File: config.mk
export PLATFORM = sky130hd
export DESIGN_NAME = dpram_stream_reader
export DESIGN_NICKNAME = d
export VERILOG_FILES = /design/src/rtl/dpram_stream_reader.sv
export SDC_FILE = /design/constraint.sdc
export NUM_CORES = 1
export LEC_CHECK = 0
export ABC_AREA = 0
export CAP_MARGIN = 15
export CORE_MARGIN = 4
export CORE_UTILIZATION = 60
export DETAILED_ROUTE_END_ITERATION = 8
export DONT_BUFFER_PORTS = 1
export PLACE_DENSITY = 0.8
export SLEW_MARGIN = 0
export SYNTH_ARGS = -nofsm -noshare
export SYNTH_HDL_FRONTEND = slang
export SYNTH_SLANG_ARGS = --single-unit
File: constraint.sdc
create_clock -name clock -period 5 [get_ports clock]
set_clock_uncertainty 0.1 [all_clocks]
set_input_delay 0.75 -clock clock [delete_from_list [all_inputs] [get_ports clock]]
set_output_delay 0.75 -clock clock [all_outputs]
set_load 0.1 [all_outputs]
File: src/rtl/dpram_stream_reader.sv
// Walks a block-RAM read port from base_addr for length words and streams them out in order.
// Latency: first word valid 3 edges after start is sampled; then one word per clock.
// Backpressure: 2-entry skid buffer absorbs the RAM read latency; issue stalls while full.
module dpram_stream_reader #(
    parameter int addr_width = 8,
    parameter int data_width = 8
) (
    input  logic                  clock,
    input  logic                  reset,
    input  logic                  start,
    input  logic [addr_width-1:0] base_addr,
    input  logic [addr_width:0]   length,
    input  logic                  abort,
    output logic                  busy,
    output logic                  done,
    output logic [addr_width-1:0] ram_addr,
    input  logic [data_width-1:0] ram_q,
    output logic                  m_valid,
    output logic [data_width-1:0] m_data,
    input  logic                  m_ready
);

    typedef enum logic {IDLE, RUN} state_t;

    state_t                state;
    state_t                state_next;
    logic                  done_next;
    logic [addr_width:0]   remaining;
    logic                  inflight;
    logic [1:0]            entries;
    logic [data_width-1:0] slot0;
    logic [data_width-1:0] slot1;
    logic                  pop;
    logic                  push;
    logic                  issue;
    logic                  finish;
    logic [2:0]            occ;

    assign m_valid = (entries != 2'd0);
    assign m_data  = slot0;
    assign busy    = (state != IDLE);
    assign pop     = m_valid & m_ready;
    // The read issued last edge lands in the buffer at this edge.
    assign push    = inflight;

    // Occupancy after this edge if nothing new is issued; issuing is safe while it stays below 2.
    assign occ   = {1'b0, entries} + {2'b00, inflight} - {2'b00, pop};
    assign issue = (state == RUN) && !abort && (remaining != '0) && (occ < 3'd2);

    // Transfer ends at the edge that empties the buffer with nothing left to fetch.
    assign finish = (remaining == '0) && !inflight &&
                    ((entries == 2'd0) || ((entries == 2'd1) && pop));

    // State register and done pulse.
    always_ff @(posedge clock or posedge reset) begin
        if (reset) begin
            state <= IDLE;
            done  <= 1'b0;
        end else begin
            state <= state_next;
            done  <= done_next;
        end
    end

    // Next-state logic; abort overrides everything, including a coincident start.
    always_comb begin
        state_next = state;
        done_next  = 1'b0;
        if (abort) begin
            state_next = IDLE;
        end else begin
            case (state)
                IDLE: begin
                    if (start) begin
                        if (length == '0) begin
                            done_next = 1'b1;
                        end else begin
                            state_next = RUN;
                        end
                    end
                end
                RUN: begin
                    if (finish) begin
                        state_next = IDLE;
                        done_next  = 1'b1;
                    end
                end
                default: state_next = IDLE;
            endcase
        end
    end

    // Address walker, read-in-flight tracking and FIFO skid buffer (slot0 is the head).
    always_ff @(posedge clock or posedge reset) begin
        if (reset) begin
            ram_addr  <= '0;
            remaining <= '0;
            inflight  <= 1'b0;
            entries   <= 2'd0;
            slot0     <= '0;
            slot1     <= '0;
        end else if (abort) begin
            remaining <= '0;
            inflight  <= 1'b0;
            entries   <= 2'd0;
        end else if ((state == IDLE) && start) begin
            ram_addr  <= base_addr;
            remaining <= length;
            inflight  <= 1'b0;
            entries   <= 2'd0;
        end else begin
            inflight <= issue;
            if (issue) begin
                ram_addr  <= ram_addr + 1'b1;
                remaining <= remaining - 1'b1;
            end
            case ({push, pop})
                2'b10: begin
                    if (entries == 2'd0) begin
                        slot0 <= ram_q;
                    end else begin
                        slot1 <= ram_q;
                    end
                    entries <= entries + 2'd1;
                end
                2'b01: begin
                    slot0   <= slot1;
                    entries <= entries - 2'd1;
                end
                2'b11: begin
                    if (entries == 2'd2) begin
                        slot0 <= slot1;
                        slot1 <= ram_q;
                    end else begin
                        slot0 <= ram_q;
                    end
                end
                default: ;
            endcase
        end
    end

endmodule

Yosys cells after proc, flatten, opt, wreduce, memory -nomap -nowiden
Cells that the tools add are included.
{"block": "word_totals", "reg_bits": 38, "word_cells": 76, "out_inout_bits": 19, "input_bits": 30}
{"block": "classes", "reduce_logical": 23, "n_addsub": 6, "muxes": 26, "n_lt_le_gt_ge": 1, "n_bitwise": 4, "n_eq_ne": 8}
{"cell": "$mux W8", "n": 6}
{"cell": "$mux W9", "n": 3}
{"cell": "$pmux W8 S3", "n": 1}
{"cell": "$logic_not A9 Y1", "n": 2}
{"cell": "$pmux W8 S2", "n": 1}
{"cell": "$mux W1", "n": 10}
{"cell": "$reduce_bool A9 Y1", "n": 1}
{"cell": "$sub A9 B1 Y9 const B", "n": 1}
{"cell": "$add A8 B1 Y8 const B", "n": 1}
{"cell": "$logic_and A1 B1 Y1", "n": 7}
{"cell": "$eq A2 B2 Y1 const B", "n": 3}
{"cell": "$ne A2 B2 Y1 const B", "n": 3}
{"cell": "$reduce_bool A2 Y1", "n": 3}
{"cell": "$reduce_bool A3 Y1", "n": 2}
{"cell": "$reduce_and A5 Y1", "n": 1}
{"cell": "$eq A2 B1 Y1 const B", "n": 2}
{"cell": "$mux W2", "n": 2}
{"cell": "$pmux W1 S2", "n": 2}
{"cell": "$pmux W2 S2", "n": 1}
{"cell": "$reduce_and A4 Y1", "n": 1}
{"cell": "$reduce_bool A4 Y1", "n": 1}
{"cell": "$add A2 B1 Y3", "n": 1}
{"cell": "$lt A3 B2 Y1 const B", "n": 1}
{"cell": "$not A1 Y1", "n": 3}
{"cell": "8 further kinds", "n": 9}

Depth between registers and ports, before layout
{"block": "logic_depth", "depth_word": 8, "depth_mapped": 13, "ltp_nobuf": 10}

Worst setup path after synthesis
OpenSTA, ideal clock, no wires.
{"block": "synth_timing", "kind": "register to register", "start": "register entries[1]", "end": "register remaining[4]", "arrival_time_ns": 3.023, "synth_period_minus_slack_ns": 3.222, "path_stages_with_launch": 13, "setup_slack_ns": 1.778, "n_path_buf": 2, "setup_ns": 0.099, "t_required_ns": 4.801, "path_cell_list": "dfrtp_1 -> inv_1 -> ha_1 -> nand2b_1 -> clkbuf_1 -> xnor2_1 -> nand2_1 -> fa_1 -> nand3b_1 -> or2_1 -> buf_4 -> or4_1 -> a311oi_1"}
{"block": "synth_via", "elab_chain_cells": 6, "elab_cells_between_ends": 7, "cone_classes": "add/sub (2); order compare (1); bitwise (1); reduce/logical (3)"}
{"element": "from (decl)", "line": "30", "rtl": "logic [1:0] entries;"}
{"element": "from (signal assigned)", "line": "124", "rtl": "entries <= entries + 2'd1;"}
{"element": "from (signal assigned)", "line": "128", "rtl": "entries <= entries - 2'd1;"}
{"element": "parallel branches: the longest is 2 deep, another holds $add A2 B1 Y3"}
{"element": "$sub A3 B1 Y3 *", "line": "47", "rtl": "assign occ = {1'b0, entries} + {2'b00, inflight} - {2'b00, pop};"}
{"element": "$lt A3 B2 Y1 *", "line": "48", "rtl": "assign issue = (state == RUN) && !abort && (remaining != '0) && (occ < 3'd2);"}
{"element": "$logic_and A1 B1 Y1 *", "line": "48"}
{"element": "$reduce_bool A3 Y1 (no line) *"}
{"element": "to (signal assigned)", "line": "108", "rtl": "remaining <= length;"}
{"element": "to (signal assigned)", "line": "115", "rtl": "remaining <= remaining - 1'b1;"}
{"element": "to (decl)", "line": "28", "rtl": "logic [addr_width:0] remaining;"}
Mark *: on every way between the ends.
A chain may end at the register's enable or synchronous reset.

Worst setup path after layout
{"block": "layout_timing", "start": "register entries[1]", "end": "register ram_addr[6]"}
{"block": "layout_via", "elab_chain_cells": 7, "elab_cells_between_ends": 8, "cone_classes": "add/sub (2); order compare (1); bitwise (1); reduce/logical (4)"}
{"element": "parallel branches: the longest is 2 deep, another holds $add A2 B1 Y3"}
{"element": "$sub A3 B1 Y3 *", "line": "47"}
{"element": "$lt A3 B2 Y1 *", "line": "48"}
{"element": "$logic_and A1 B1 Y1 *", "line": "48"}
{"element": "$reduce_bool A2 Y1 (no line) *"}
{"element": "$reduce_and A2 Y1 (no line) *"}
{"element": "to (signal assigned)", "line": "107", "rtl": "ram_addr <= base_addr;"}
{"element": "to (signal assigned)", "line": "114", "rtl": "ram_addr <= ram_addr + 1'b1;"}
{"element": "to (decl)", "line": "16", "rtl": "output logic [addr_width-1:0] ram_addr,"}
Marked as above.

==> qor.log <==
[clocking] source-to-sink clock delay at the later pin of the worst-skew pair 0.30 ns
[timing] sum of negative setup slack 0 ns
[yosys] Post-Syn Nets 266
[setup_path] Critical Path AT 3.89 ns
[drt] Wirelength per Cell 20.0 um
[clocking] number of buffers inserted during clock tree synthesis 5
[yosys] synthesized netlist cell count 230
[drt] vias after detailed routing 1864
[yosys] sequential share of the synthesized area 43.0%
[clocking] total of hold buffers inserted after clock tree synthesis 0
[timing] max_slew headroom 29.1%
[floorplan] io pins 49
[final_layout] net total in the final layout 260
[placement] detailed placer's ending HPWL 3920 um
[job] reported max-cap violation count 0
[yosys] count of warnings emitted by yosys 0
[floorplan] die boundary height 68.7 um
[setup_path] CP Max Fanout 21
[timing] share of the cycle needed by the critical path after routing 76.1%
[timing] transition time at the pin with the least slew margin 1.06 ns
[clocking] count of H-tree levels built during CTS 2
[setup_path] CP endpoint kind flop
[clocking] CTS max path bufs 2
[drt] count of unresolved DRC violations after routing 0
[clocking] setup repair bufs after CTS 0
[power_and_ir_drop] VDD IR-drop max 0.000315 V
[timing] min cycle time layout 3.81 ns
[power_and_ir_drop] leakage 0.935 nW
[final_layout] Area growth, synth to finish 4.80%
[yosys] summed instance area of the synthesized netlist 0.00221 mm2
[clocking] CTS-repair resized insts 0
[floorplan] starting density of the core 64.3%
[floorplan] Chip Width 68.7 um
[global_routing] aggregate global-route resource usage 25.5%
[global_routing] maximum number of pins on one net before global-route repair 27
[setup_path] required time of the critical path 5.09 ns
[drt] per-cell via count in the routed design 6.88
[min_path] Min-Delay Path Class input port to async pin
[setup_path] logic depth of the worst register-to-register path 10
[clocking] count of clock tree sinks 38
[global_routing] number of antenna violations at the first check in global routing 0
[yosys] post-synthesis sequential element count 38
[timing] Max Transition Viols Final 0
[floorplan] row count 21
[drt] TritonRoute pass-1 iters 5
[setup_path] Crit Path Class flop to flop
[timing] RSZ-0062 raised after global routing no
[clocking] root cell of the clock tree sky130_fd_sc_hd__clkbuf_8
[yosys] Mean Syn Cell Area 9.62 um2
[floorplan] floorplan die area 0.00472 mm2
[clocking] register clock-pin slew on the reported worst setup and hold paths 0.08 ns
[drt] First DRT Iteration DRCs 95
[outcome] run status completed
[yosys] area share of the leading cell type in the synthesized netlist 43.0%
[global_routing] global-route wire length before repair 8780 um
[drt] number of nets with antenna violations after routing 0
[final_layout] fraction of layout cells with a size suffix above 1 12.0%
[setup_path] critical path startpoint category flop
[yosys] cell types occupying the most area after synthesis sky130_fd_sc_hd__dfrtp_1, sky130_fd_sc_hd__mux2i_1, sky130_fd_sc_hd__mux2_2
[final_layout] diode count 0
[timing] endpoints failing setup 0
[timing] highest achievable clock rate 263 MHz
[floorplan] core box area 0.00344 mm2
[final_layout] filler instances 258
[power_and_ir_drop] power per cell area 567 mW/mm2
[drt] total routed wirelength 5430 um
[yosys] count of distinct cell types in the synthesized netlist 52
[placement] final estimated routing congestion in global placement 0.843
[yosys] library cell with the largest summed area after synthesis sky130_fd_sc_hd__dfrtp_1
[clocking] CTS tree yes
[yosys] most frequently used flop master after synthesis sky130_fd_sc_hd__dfrtp_1
[yosys] Post-synth EDFFs 0
[placement] PortBufs 0
[timing] final hold viol count 0
[global_routing] final global-route overflow total 0
[yosys] async set or reset register ratio after synthesis 100%
[power_and_ir_drop] total design power 1.31 mW
[global_routing] via count of the first global-routing pass 1900
-- layout make-up --
class	instances	area, um2	share of cell area [%]
multi-input cells	166	1140	49.0
flip-flops and latches	38	951	41.0
clock buffers	5	68.8	2.97
well taps	46	57.6	2.48
clock inverters	3	45.0	1.94
inverters	10	37.5	1.62
repair buffers	3	22.5	0.971
-- routing by layer --
| metal | track usage [%] | up-vias | wire length [um] |
|---|---|---|---|
| li1 | - | 847 | - |
| met3 | 6.48 | 14 | 405 |
| met1 | 31.5 | 920 | 2140 |
| met5 | 0 | - | 0 |
| met2 | 42.8 | 83 | 2780 |
| met4 | 9.98 | 0 | 104 |
-- per-stage QoR --
step	cells	utilization [%]	hold WS (ns)	instance area, um2	setup slack, ns
after floorplan	230	-	0.380	2210	1.78
after global placement	263	64.1	0.389	2210	1.48
after detailed placement	263	64.1	0.396	2210	1.30
after CTS	271	67.4	0.333	2320	1.25
after global routing	271	67.4	0.360	2320	0.976
final	271	67.4	0.311	2320	1.19
-- kinds of logic (layout without fill, tap and decap cells) --
logic type	Yosys count	in the layout	synth area share [%]
XOR/XNOR	2	2	0.792
AND/OR/NAND/NOR	92	92	22.6
flip-flops	38	38	43.0
AO/OA/AOI/OAI	49	49	15.9
adder cells (fa/ha/maj)	6	6	3.73
buffers and inverters	26	21	5.88
multiplexers	17	17	8.14
-- layout by cell type (no fill, tap or decap), types with 3 or more instances in the layout --
cell type and n:
sky130_fd_sc_hd__dfrtp_1 38, sky130_fd_sc_hd__nor2_1 23, sky130_fd_sc_hd__nor4_1 4, sky130_fd_sc_hd__mux2_2 8
sky130_fd_sc_hd__inv_1 10, sky130_fd_sc_hd__nand3_1 12, sky130_fd_sc_hd__a22oi_1 3, sky130_fd_sc_hd__a21oi_1 13
sky130_fd_sc_hd__nand2_1 11, sky130_fd_sc_hd__o31ai_1 5, sky130_fd_sc_hd__a211oi_1 3, sky130_fd_sc_hd__buf_4 3
sky130_fd_sc_hd__mux2i_1 9, sky130_fd_sc_hd__nand3b_1 3, sky130_fd_sc_hd__a311oi_1 6, sky130_fd_sc_hd__nand2b_1 3
sky130_fd_sc_hd__ha_1 5, sky130_fd_sc_hd__nor3_1 10, sky130_fd_sc_hd__or4_1 9, sky130_fd_sc_hd__nor3b_1 3
sky130_fd_sc_hd__nand4_1 3, sky130_fd_sc_hd__o21ai_0 4, sky130_fd_sc_hd__clkbuf_8 5
-- cell usage after synthesis, types with 2 or more instances --
cell type,count
sky130_fd_sc_hd__buf_4,2
sky130_fd_sc_hd__o31ai_1,5
sky130_fd_sc_hd__o211ai_1,2
sky130_fd_sc_hd__a211oi_1,4
sky130_fd_sc_hd__a21oi_1,13
sky130_fd_sc_hd__nor4_1,4
sky130_fd_sc_hd__a221o_1,2
sky130_fd_sc_hd__dfrtp_1,38
sky130_fd_sc_hd__nor3_1,10
sky130_fd_sc_hd__nand2_1,11
sky130_fd_sc_hd__ha_1,5
sky130_fd_sc_hd__a22oi_1,3
sky130_fd_sc_hd__o311ai_0,2
sky130_fd_sc_hd__mux2i_1,9
sky130_fd_sc_hd__buf_6,2
sky130_fd_sc_hd__nor3b_1,3
sky130_fd_sc_hd__or4_1,9
sky130_fd_sc_hd__nand4_1,3
sky130_fd_sc_hd__nand3b_1,3
sky130_fd_sc_hd__a311oi_1,6
sky130_fd_sc_hd__nand3_1,12
sky130_fd_sc_hd__clkbuf_1,8
sky130_fd_sc_hd__o21ai_0,4
sky130_fd_sc_hd__nor2_1,23
sky130_fd_sc_hd__nand2b_1,3
sky130_fd_sc_hd__mux2_2,8
sky130_fd_sc_hd__or3_1,2
sky130_fd_sc_hd__inv_1,10
-- critical path: stages, from the launching register on --
cell,delay [ns]
sky130_fd_sc_hd__dfrtp_1,0.47
sky130_fd_sc_hd__inv_1,0.10
sky130_fd_sc_hd__ha_1,0.24
sky130_fd_sc_hd__nand2b_1,0.29
sky130_fd_sc_hd__xnor2_1,0.27
sky130_fd_sc_hd__nand2_1,0.12
sky130_fd_sc_hd__fa_1,0.50
sky130_fd_sc_hd__nand3b_1,0.10
sky130_fd_sc_hd__or2_1,0.53
sky130_fd_sc_hd__or4_1,0.61
sky130_fd_sc_hd__a311o_1,0.35
-- power by group --
part           total [mW]  internal [mW]  switching (mW)
clock network       0.268          0.148           0.119
logic               0.214         0.0885           0.125
registers           0.834          0.364           0.470
total                1.31          0.601           0.714
-- path summary, 6_finish.rpt --
kind	start	end	slack, ns
max reg2reg	entries[1]	ram_addr[6]	1.19
max in group asynchronous	reset	remaining[3]	3.74
min	reset	m_data[3]	0.31
max	entries[1]	ram_addr[6]	1.19
min in group clock	abort	busy	0.40
min reg2reg	slot1[2]	slot1[2]	0.41
-- flip-flops by register name, indices dropped and copies added (netlist names) --
| name | cells |
|---|---|
| busy | 1 |
| done | 1 |
| entries | 2 |
| inflight | 1 |
| m_data | 8 |
| ram_addr | 8 |
| remaining | 9 |
| slot1 | 8 |
Power figures use the tool's default switching activity.
